--- config.mk ---
export PLATFORM = sky130hd
export DESIGN_NAME = jt51_fir_seq
export DESIGN_NICKNAME = d
export VERILOG_FILES = /design/src/rtl/jt51_fir_seq.sv
export SDC_FILE = /design/constraint.sdc
export NUM_CORES = 1
export LEC_CHECK = 0
export BUFFER_PORTS_ARGS = -buffer_cell sky130_fd_sc_hd__buf_2
export CAP_MARGIN = 10
export CORE_MARGIN = 1.5
export CORE_UTILIZATION = 50
export DETAILED_ROUTE_END_ITERATION = 10
export GPL_TIMING_DRIVEN = 0
export PLACE_DENSITY = 0.7
export SYNTH_ARGS = -nofsm -noshare
export SYNTH_HDL_FRONTEND = slang
export SYNTH_SLANG_ARGS = --single-unit
--- constraint.sdc ---
create_clock -name clk -period 9.2 [get_ports clk]
set_clock_uncertainty 0.1 [all_clocks]
set_input_delay 1.84 -clock clk [delete_from_list [all_inputs] [get_ports clk]]
set_output_delay 1.84 -clock clk [all_outputs]
set_load 0.01 [all_outputs]
--- src/rtl/jt51_fir_seq.sv ---
// FIR sequencer: writes each sample into a circular RAM delay line, then reads back TAPS samples for a MAC.
// Define JT51_FIR_SAT_EN to clamp the rounded output; otherwise it wraps to data_width bits.
module jt51_fir_seq #(
  parameter int data_width  = 16,
  parameter int addr_width  = 7,
  parameter int coeff_width = 16,
  parameter int TAPS        = 32
) (
  input  logic                          clk,
  input  logic                          rst,
  input  logic signed [data_width-1:0]  din,
  input  logic                          din_valid,
  output logic                          busy,
  output logic                          overrun,
  output logic signed [data_width-1:0]  dout,
  output logic                          dout_valid,
  output logic [data_width-1:0]         ram_data,
  output logic [addr_width-1:0]         ram_addr,
  output logic                          ram_we,
  input  logic signed [data_width-1:0]  ram_q,
  output logic [addr_width-1:0]         coeff_addr,
  input  logic signed [coeff_width-1:0] coeff_q
);

  localparam int PW = data_width + coeff_width;
  localparam int AW = PW + $clog2(TAPS);
  localparam logic [addr_width-1:0] LAST_TAP  = addr_width'(TAPS - 1);
  localparam logic [addr_width-1:0] LAST_ADDR = '1;
  localparam logic signed [AW:0] ROUND_BIAS = (AW + 1)'(1) << (coeff_width - 2);

  typedef enum logic [2:0] {CLEAR, IDLE, WRITE, READ, FLUSH, DONE} state_t;

  state_t                        state_q, state_d;
  logic [addr_width-1:0]         wr_ptr_q, wr_ptr_d;
  logic [addr_width-1:0]         clr_cnt_q, clr_cnt_d;
  logic [addr_width-1:0]         tap_q, tap_d;
  logic signed [data_width-1:0]  din_q, din_d;
  logic signed [AW-1:0]          acc_q, acc_d;
  logic                          mac_q, mac_d;
  logic signed [data_width-1:0]  dout_q, dout_d;
  logic                          dout_valid_q, dout_valid_d;
  logic                          overrun_q, overrun_d;

  logic signed [PW-1:0]          prod;
  logic signed [AW:0]            rnd_sum;
  logic signed [AW:0]            rnd_shift;
  logic signed [data_width-1:0]  dout_res;

  assign prod      = PW'(ram_q) * PW'(coeff_q);
  assign rnd_sum   = {acc_q[AW-1], acc_q} + ROUND_BIAS;
  assign rnd_shift = rnd_sum >>> (coeff_width - 1);

`ifdef JT51_FIR_SAT_EN
  localparam logic signed [AW:0] SAT_MAX = (AW + 1)'((2 ** (data_width - 1)) - 1);
  localparam logic signed [AW:0] SAT_MIN = -SAT_MAX - (AW + 1)'(1);

  always_comb begin
    dout_res = data_width'(rnd_shift);
    if (rnd_shift > SAT_MAX) dout_res = data_width'(SAT_MAX);
    else if (rnd_shift < SAT_MIN) dout_res = data_width'(SAT_MIN);
  end
`else
  always_comb begin
    dout_res = data_width'(rnd_shift);
  end
`endif

  always_ff @(posedge clk) begin
    if (rst) begin
      state_q      <= CLEAR;
      wr_ptr_q     <= '0;
      clr_cnt_q    <= '0;
      tap_q        <= '0;
      din_q        <= '0;
      acc_q        <= '0;
      mac_q        <= 1'b0;
      dout_q       <= '0;
      dout_valid_q <= 1'b0;
      overrun_q    <= 1'b0;
    end else begin
      state_q      <= state_d;
      wr_ptr_q     <= wr_ptr_d;
      clr_cnt_q    <= clr_cnt_d;
      tap_q        <= tap_d;
      din_q        <= din_d;
      acc_q        <= acc_d;
      mac_q        <= mac_d;
      dout_q       <= dout_d;
      dout_valid_q <= dout_valid_d;
      overrun_q    <= overrun_d;
    end
  end

  // RAM/coeff data arrive one cycle after the address, so the MAC trails READ by a cycle
  always_comb begin
    state_d      = state_q;
    wr_ptr_d     = wr_ptr_q;
    clr_cnt_d    = clr_cnt_q;
    tap_d        = tap_q;
    din_d        = din_q;
    acc_d        = acc_q;
    dout_d       = dout_q;
    mac_d        = (state_q == READ);
    dout_valid_d = (state_q == DONE);
    overrun_d    = din_valid && (state_q != IDLE);
    busy         = 1'b1;
    ram_we       = 1'b0;
    ram_addr     = '0;
    ram_data     = '0;
    coeff_addr   = '0;

    if (mac_q) acc_d = acc_q + {{(AW - PW){prod[PW-1]}}, prod};

    unique case (state_q)
      CLEAR: begin
        ram_we    = 1'b1;
        ram_addr  = clr_cnt_q;
        clr_cnt_d = clr_cnt_q + 1'b1;
        if (clr_cnt_q == LAST_ADDR) state_d = IDLE;
      end
      IDLE: begin
        busy = 1'b0;
        if (din_valid) begin
          din_d   = din;
          state_d = WRITE;
        end
      end
      WRITE: begin
        ram_we   = 1'b1;
        ram_addr = wr_ptr_q;
        ram_data = din_q;
        acc_d    = '0;
        tap_d    = '0;
        state_d  = READ;
      end
      READ: begin
        ram_addr   = wr_ptr_q - tap_q;
        coeff_addr = tap_q;
        tap_d      = tap_q + 1'b1;
        if (tap_q == LAST_TAP) state_d = FLUSH;
      end
      FLUSH: begin
        state_d = DONE;
      end
      DONE: begin
        dout_d   = dout_res;
        wr_ptr_d = wr_ptr_q + 1'b1;
        state_d  = IDLE;
      end
      default: begin
        state_d = CLEAR;
      end
    endcase

    if (rst) ram_we = 1'b0;
  end

  assign dout       = dout_q;
  assign dout_valid = dout_valid_q;
  assign overrun    = overrun_q;

endmodule
# Word level (Yosys, flattened, before mapping)
# Cells that the tools add are included.
[totals]
ff_bits = 96
output_inout_bits = 50
in_bits = 51
word_cells = 46
[classes]
mul = 1
addsub = 6
eq_ne = 11
n_mux = 11
reduce_logical = 7
[ops]
columns = ["op", "count"]
rows = [
  ["$add 37x37->37", 1],
  ["$mul 16x16->32", 1],
  ["$add 31x16->31 const B", 1],
  ["$add 7x1->7 const B", 3],
  ["$pmux 7 s3", 1],
  ["$pmux 3 s6", 1],
  ["$mux 16", 1],
  ["$pmux 7 s2", 1],
  ["$mux 3", 3],
  ["$eq 7x5->1 const B", 1],
  ["$eq 7x7->1 const B", 1],
  ["$mux 7", 1],
  ["$sub 7x7->7", 1],
  ["$eq 3x2->1 const B", 2],
  ["$eq 3x3->1 const B", 2],
  ["$ne 2x2->1 const B", 2],
  ["$reduce_or 2->1", 2],
  ["$eq 3x1->1 const B", 1],
  ["$logic_not 3->1", 1],
  ["$mux 1", 3],
  ["$ne 3x1->1 const B", 1],
  ["$reduce_and 3->1", 1],
  ["$ne 2x1->1 const B", 1],
  ["$reduce_and 2->1", 1],
  ["other kinds (2)", 2],
]

# Longest topological paths before layout
# Gate-level depths: netlist (run 1).
[depth]
depth_word = 4
depth_mapped = 35
mapped_depth_nobuf = 34

# Worst setup path after synthesis (run 1)
# No wires, ideal clock.
[synth_timing]
kind = "in2reg"
from = "input port coeff_q[6]"
to = "register acc_q[30]"
setup_ns = 0.071
path_buffers = 1
stages = 32
arrival_time_ns = 9.220
t_required_ns = 9.029
setup_slack_ns = -0.190
cell_sequence = "clkbuf_1 -> and2_1 -> fa_1 -> inv_1 -> fa_1 -> fa_1 -> fa_1 -> inv_1 -> fa_1 -> inv_1 -> fa_1 -> inv_1 -> ha_1 -> a21oi_1 -> o21ai_1 -> or2_2 -> a21oi_1 -> nor4b_1 -> a21oi_1 -> a21oi_1 -> xnor2_1 -> ha_1 -> a211oi_1 -> nand2_1 -> a2111oi_0 -> a22o_1 -> o21a_1 -> a21o_1 -> a211oi_1 -> xor2_1 -> or3_1 -> a21oi_1"
[synth_via]
elab_chain_cells = 2
[synth_lines]
columns = ["element", "line_no", "source"]
rows = [
  ["from (decl)", "22", "input logic signed [coeff_width-1:0] coeff_q"],
  ["$mul 16x16->32", "49", "assign prod = PW'(ram_q) * PW'(coeff_q);"],
  ["$add 37x37->37", "112", "if (mac_q) acc_d = acc_q + {{(AW - PW){prod[PW-1]}}, prod};"],
  ["to (signal assigned)", "75", "acc_q <= '0;"],
  ["to (signal assigned)", "86", "acc_q <= acc_d;"],
  ["to (decl)", "38", "logic signed [AW-1:0] acc_q, acc_d;"],
]
# Every way passes these cells.
# A chain may end at the register's enable or synchronous reset.

# Final worst setup path (run 1)
# Same ends and word-level chain as after synthesis.

==> results.py, run 1 <==
metrics = {
    "placed_design": {
        "post_dp_cell_area_um2": 16150,
        "dp_hpwl_um": 30520,
        "globalplace.congestion": 0.9388,
        "port_buffers": 99,
        "post-place-cells": 2235,
    },
    "critical_path": {
        "cp.depth": 33,
        "endpoint_kind": "flip-flop",
        "reg2reg_depth": 12,
        "crit-reg2reg-capture": "acc_q[30]",
        "cpMaxStageDelayCell": "fa_1",
        "crit_fanout": 6,
        "path_delay_family": "adder cells",
        "cp_common_cell": "fa_1",
        "timing.critical_path.buf_inv": 6,
        "crit_start": "coeff_q[6]",
        "worst-endpoint-required_ns": 9.36,
        "crit_path_max_incr_delay_ns": 0.58,
        "endpoint_of_the_worst_setup_timing_path": "acc_q[30]",
        "worst-endpoint-arrival_ns": 9.42,
        "timing.setup.critical_path_class": "input pin to flip-flop",
        "start_kind": "input pin",
        "r2r_start": "acc_q[0]",
        "r2r_setup_slk_ns": 5.86,
    },
    "synth": {
        "area_share_of_the_largest_cell_type_after_synthesis_pct": 34.16,
        "leading_register_cell_type_out_of_synthesis": "dfxtp_1",
        "post_synth_num_cell_types": 55,
        "ys.warnings.count": 0,
        "netlist.top_cell.by_area": "fa_1",
        "ys_seq_elements": 90,
        "netlist_instances": 1746,
        "netlist_top_cells_area": "fa_1, dfxtp_1, ha_1",
        "synth.net_count": 2178,
        "synth-adder-area-share_pct": 44.33,
        "synth_edf_count": 0,
        "simple_gate_portion_of_the_synthesized_area_pct": 17.76,
        "syn-cell-area_um2": 15120,
        "xor_xnor_cell_area_share_of_the_yosys_netlist_pct": 5.328,
        "synth.area.mux_share_pct": 1.688,
        "combinational_family_with_the_most_area_after_synthesis": "adder cells",
        "share_of_synthesized_flip_flops_with_an_asynchronous_set_or_reset_pct": 0,
        "post_synth.cell_area_avg_um2": 8.661,
        "synth_compound_gate_area_share_pct": 9.664,
        "seq_area_frac_synth_pct": 11.91,
    },
    "clock_network": {
        "clock_buffer_count_from_cts": 9,
        "worst_skew_pair.late_latency_ns": 0.33,
        "clock_path_buffers": 2,
        "cts_root_cell": "clkbuf_16",
        "clock_sinks": 90,
        "cts_tree": "yes",
        "cts.hold.buffers_added": 0,
        "cts-htree-levels": 3,
        "clk_pin_slew_worst_paths_ns": 0.06,
    },
    "timing": {
        "hold_viol": 0,
        "post-route-period-util_pct": 100.6,
        "rsz0062_at_grt": "yes",
        "max_slew_margin_pct": 47.57,
        "timing_max_transition_violations_final": 0,
        "hold_ws_ns": 0.3520,
        "finalWorstPathRequiredPeriod_ns": 9.256,
        "worst-slew-pin-transition_ns": 0.7865,
        "setup_viol": 1,
        "maxClockFrequency_mhz": 108.0,
        "final_critical_path_setup_slack_ns": -0.05623,
    },
    "run_status": {
        "outcome": "complete, but fails checks",
        "violations_in_the_final_reports": "negative setup slack",
    },
    "detailed_routing": {
        "routed-via-count": 12340,
        "drt.antenna.violating_nets": 0,
        "first_iter_violations": 804,
        "detailedRoute.firstPassIterationCount": 5,
        "vias_per_cell": 5.380,
        "wirelength_um": 38150,
        "remaining_drc_errors": 0,
        "routedWlPerCell_um": 16.63,
    },
    "finish": {
        "final_layout_fill_cell_count": 2624,
        "drive_gt1_share_pct": 13.45,
        "final_net_count": 2331,
        "area_growth_syn_to_fin_pct": 16.20,
        "multi_input_comb_area_um2": 12220,
        "final_cells": 2294,
        "antenna_cells_inserted": 0,
        "layout.area.seq_um2": 1802,
        "finalInstanceArea_um2": 17570,
    },
    "die": {
        "die_x_um": 176.9,
        "design.portCount": 101,
        "fp.dieH_um": 176.9,
        "std_cell_rows": 63,
        "start_util_pct": 50.89,
        "die-area_um2": 31300,
        "placeableCoreArea_um2": 29720,
    },
    "global_routing": {
        "overflow": 0,
        "grt_use_total_pct": 24.93,
        "wire_length_of_the_first_global_routing_pass_um": 61780,
        "first_global_vias": 12440,
        "number_of_antenna_violations_at_the_first_check_in_global_routing": 1,
        "grt_max_degree": 15,
    },
    "worst_hold_path": {
        "hold_path.class": "flip-flop to flip-flop",
    },
    "flow_run": {
        "maxCapViolCount": 0,
    },
}
==> state kept, by name, indices dropped and copies added, names as in the netlist <==
signal      flops
state_q         3
overrun         1
wr_ptr_q        7
mac_q           1
dout           16
dout_valid      1
tap_q           7
acc_q          31
clr_cnt_q       7
din_q          16
==> synthesized netlist by cell type (all sizes together) (15+ instances only) <==
| cell type | count |
|---|---|
| inv | 315 |
| nand2b | 15 |
| a21oi | 75 |
| mux2i | 21 |
| a21o | 31 |
| nor2 | 118 |
| a211oi | 29 |
| xnor2 | 55 |
| o21ai | 37 |
| ha | 123 |
| fa | 258 |
| nand3 | 19 |
| nand2 | 205 |
| dfxtp | 90 |
| xor2 | 31 |
| clkbuf | 56 |
| and2 | 140 |
==> through the flow <==
step | TNS [ns] | setup WS, ns | utilization, %
2_1_floorplan | 0 | 0.02443 | -
3_3_place_gp | -6.640 | -1.106 | 54.33
3_5_place_dp | -7.381 | -1.219 | 54.33
4_1_cts | 0 | 0.001888 | 58.21
5_1_grt | -0.3330 | -0.3059 | 59.13
6_report | -0.05623 | -0.05623 | 59.13
==> timing repair <==
action                                  in CTS  in global routing
gates resized for setup                    151                 59
pin swaps                                   49                 44
endpoints found under the setup margin      10                  9
setup buffers                               27                 15
gates cloned                                 2                  1
==> metal layers <==
| metal | global-route usage [%] | vias to the layer above | part of all wire [%] |
|---|---|---|---|
| met5 | 0 | - | 0.031 |
| li1 | - | 5752 | - |
| met4 | 5.685 | 2 | 2.3 |
| met3 | 3.393 | 69 | 6.2 |
| met1 | 33.44 | 6160 | 41 |
| met2 | 42.78 | 359 | 50 |
==> worst min-delay path, delay by kind of cell, from the launching register on <==
| family | cells | cell delay [ns] |
|---|---|---|
| AO/OA/AOI/OAI | 1 | 0.05 |
| AND/OR/NAND/NOR | 1 | 0.05 |
| flip-flops | 1 | 0.31 |
==> layout by cell type, fill, tap and decap left out, types with 8 or more instances in the layout <==
cell / n
a21oi_1: 65
nand2b_1: 15
mux2i_1: 21
xor2_1: 31
and3_1: 11
inv_1: 306
and2_1: 137
clkbuf_1: 26
nor2b_1: 12
nor3_1: 8
o211ai_1: 8
a21o_1: 31
clkbuf_16: 18
a211oi_1: 25
nand3_1: 19
clkbuf_8: 9
buf_8: 13
nand2_1: 198
inv_2: 8
fa_1: 252
nor2_1: 118
dfxtp_1: 90
ha_1: 115
buf_2: 74
o21a_1: 10
xnor2_1: 54
buf_4: 54
o21ai_0: 31
==> kinds of logic after synthesis <==
group                    count (synthesis)
multiplexers                            25
flip-flops                              90
AND/OR/NAND/NOR                        560
buffers and inverters                  375
AO/OA/AOI/OAI                          227
adder cells (fa/ha/maj)                381
XOR/XNOR                                88
==> cell type report <==
cell class / count / area share, %
Multi-Input combinational cell: 1281 / 69.52
Sequential cell: 90 / 10.25
Inverter: 315 / 6.743
Timing Repair Buffer: 142 / 5.283
Buffer: 60 / 3.610
Tap cell: 390 / 2.777
Clock buffer: 10 / 1.360
Clock inverter: 6 / 0.4557
==> worst min-delay path by stage <==
| stage | start | to | slack, ns | depth (start not counted) |
|---|---|---|---|---|
| floorplan | din_q[0] | din_q[0] | 0.33 | 2 |
| global placement | din_q[6] | din_q[6] | 0.34 | 2 |
| detailed placement | din_q[12] | din_q[12] | 0.34 | 2 |
| CTS | din_q[12] | din_q[12] | 0.35 | 2 |
| global route | din_q[10] | din_q[10] | 0.38 | 2 |
| finish | din_q[10] | din_q[10] | 0.35 | 2 |
Power of run 1 is left out: the tool's default activity adds up to more than one toggle a clock period on the data nets, which glitch-free logic cannot reach.
==> run 2, diff against run 1 <==
Settings changed: SKIP_CTS_REPAIR_TIMING from default to 1.
==> results.py, run 2 (same netlist as run 1, synthesis figures left out) <==
metrics = {
    "timing": {
        "hold_viol": 0,
        "final_critical_path_setup_slack_ns": -0.06408,
        "finalWorstPathRequiredPeriod_ns": 9.264,
        "hold_ws_ns": 0.3520,
        "post-route-period-util_pct": 100.7,
        "max_slew_margin_pct": 46.75,
        "setup_viol": 1,
        "worst-slew-pin-transition_ns": 0.7988,
        "maxClockFrequency_mhz": 107.9,
        "rsz0062_at_grt": "yes",
        "timing_max_transition_violations_final": 0,
    },
    "run_status": {
        "outcome": "complete, but fails checks",
        "violations_in_the_final_reports": "negative setup slack",
    },
    "finish": {
        "drive_gt1_share_pct": 13.96,
        "layout_common_cells": "inv_1, fa_1, nand2_1",
        "final_layout_fill_cell_count": 2638,
        "area_growth_syn_to_fin_pct": 15.89,
        "largest_register_ffs": 31,
        "mostFrequentLayoutCell": "inv_1",
        "antenna_cells_inserted": 0,
        "largest_register": "acc_q",
        "final_net_count": 2325,
    },
    "detailed_routing": {
        "routedWlPerCell_um": 16.69,
        "wirelength_um": 38180,
        "remaining_drc_errors": 0,
        "detailedRoute.firstPassIterationCount": 5,
        "vias_per_cell": 5.372,
        "routed-via-count": 12290,
        "drt.antenna.violating_nets": 0,
        "first_iter_violations": 754,
    },
    "die": {
        "fp.dieH_um": 176.9,
        "die-area_um2": 31300,
        "design.portCount": 101,
        "die_x_um": 176.9,
        "std_cell_rows": 63,
        "start_util_pct": 50.89,
        "placeableCoreArea_um2": 29720,
    },
    "placed_design": {
        "dp_hpwl_um": 30520,
        "globalplace.congestion": 0.9388,
        "port_buffers": 99,
    },
    "clock_network": {
        "clk_pin_slew_worst_paths_ns": 0.06,
        "worst_skew_pair.late_latency_ns": 0.33,
        "clock_path_buffers": 2,
        "clock_buffer_count_from_cts": 9,
        "cts_root_cell": "clkbuf_16",
        "cts_tree": "yes",
        "cts-htree-levels": 3,
        "clock_sinks": 90,
    },
    "global_routing": {
        "overflow": 0,
        "grt_use_total_pct": 24.22,
        "wire_length_of_the_first_global_routing_pass_um": 60000,
        "first_global_vias": 12090,
        "number_of_antenna_violations_at_the_first_check_in_global_routing": 0,
        "grt_max_degree": 15,
    },
    "critical_path": {
        "cp_common_cell": "fa_1",
        "cpMaxStageDelayCell": "fa_1",
        "endpoint_kind": "flip-flop",
        "start_kind": "input pin",
        "crit_path_max_incr_delay_ns": 0.57,
        "crit_fanout": 10,
        "worst-endpoint-required_ns": 9.36,
        "timing.setup.critical_path_class": "input pin to flip-flop",
        "worst-endpoint-arrival_ns": 9.42,
    },
    "flow_run": {
        "maxCapViolCount": 0,
    },
    "worst_hold_path": {
        "hold_path.class": "flip-flop to flip-flop",
    },
}
run 2: critical path: cells and delay by family:
family	cells	cell delay [ns]
fa+ha+maj	8	3.59
compound gates	12	2.01
xor+xnor	2	0.34
simple gates	5	1.12
buf+inv	5	0.50
run 2: layout make-up:
cell class | instances | area (µm²) | area share (%)
Multi-Input combinational cell | 1281 | 12250 | 69.91
Clock buffer | 10 | 239.0 | 1.364
Inverter | 315 | 1187 | 6.776
Timing Repair Buffer | 136 | 955.9 | 5.455
Sequential cell | 90 | 1802 | 10.28
Clock inverter | 6 | 80.08 | 0.4569
Tap cell | 390 | 488.0 | 2.785
Buffer | 60 | 520.5 | 2.970
run 2: path summary, 6_finish.rpt:
| kind | from | endpoint | slack [ns] | cells after the start |
|---|---|---|---|---|
| setup reg to reg | acc_q[0] | acc_q[30] | 5.76 | 12 |
| setup / recovery | ram_q[7] | acc_q[30] | -0.06 | 32 |
| hold reg to reg | din_q[10] | din_q[10] | 0.35 | 2 |
| hold / removal | din_q[10] | din_q[10] | 0.35 | 2 |
run 2: routing by layer:
layer	track usage, %	wire length [µm]	vias to the layer above	share of wire, %
met1	32.31	16070	6161	42
met2	41.49	19250	316	50
met3	3.587	1942	74	5.1
met4	5.614	913	0	2.4
met5	0	0	-	0
li1	-	-	5740	-
run 2: per-stage QoR:
step                      setup TNS, ns  instances  utilization (%)  setup slack [ns]  cell area (µm²)
after global placement           -6.640       2235            54.33            -1.106            16150
after detailed placement         -7.381       2235            54.33            -1.219            16150
final                          -0.06408       2288            58.97          -0.06408            17520
after CTS                        -3.988       2251            55.41           -0.8762            16470
after floorplan                       0       1746                -           0.02443            15160
after global routing            -0.3395       2288            58.97           -0.3369            17520
Power of run 2 is left out for the same reason.
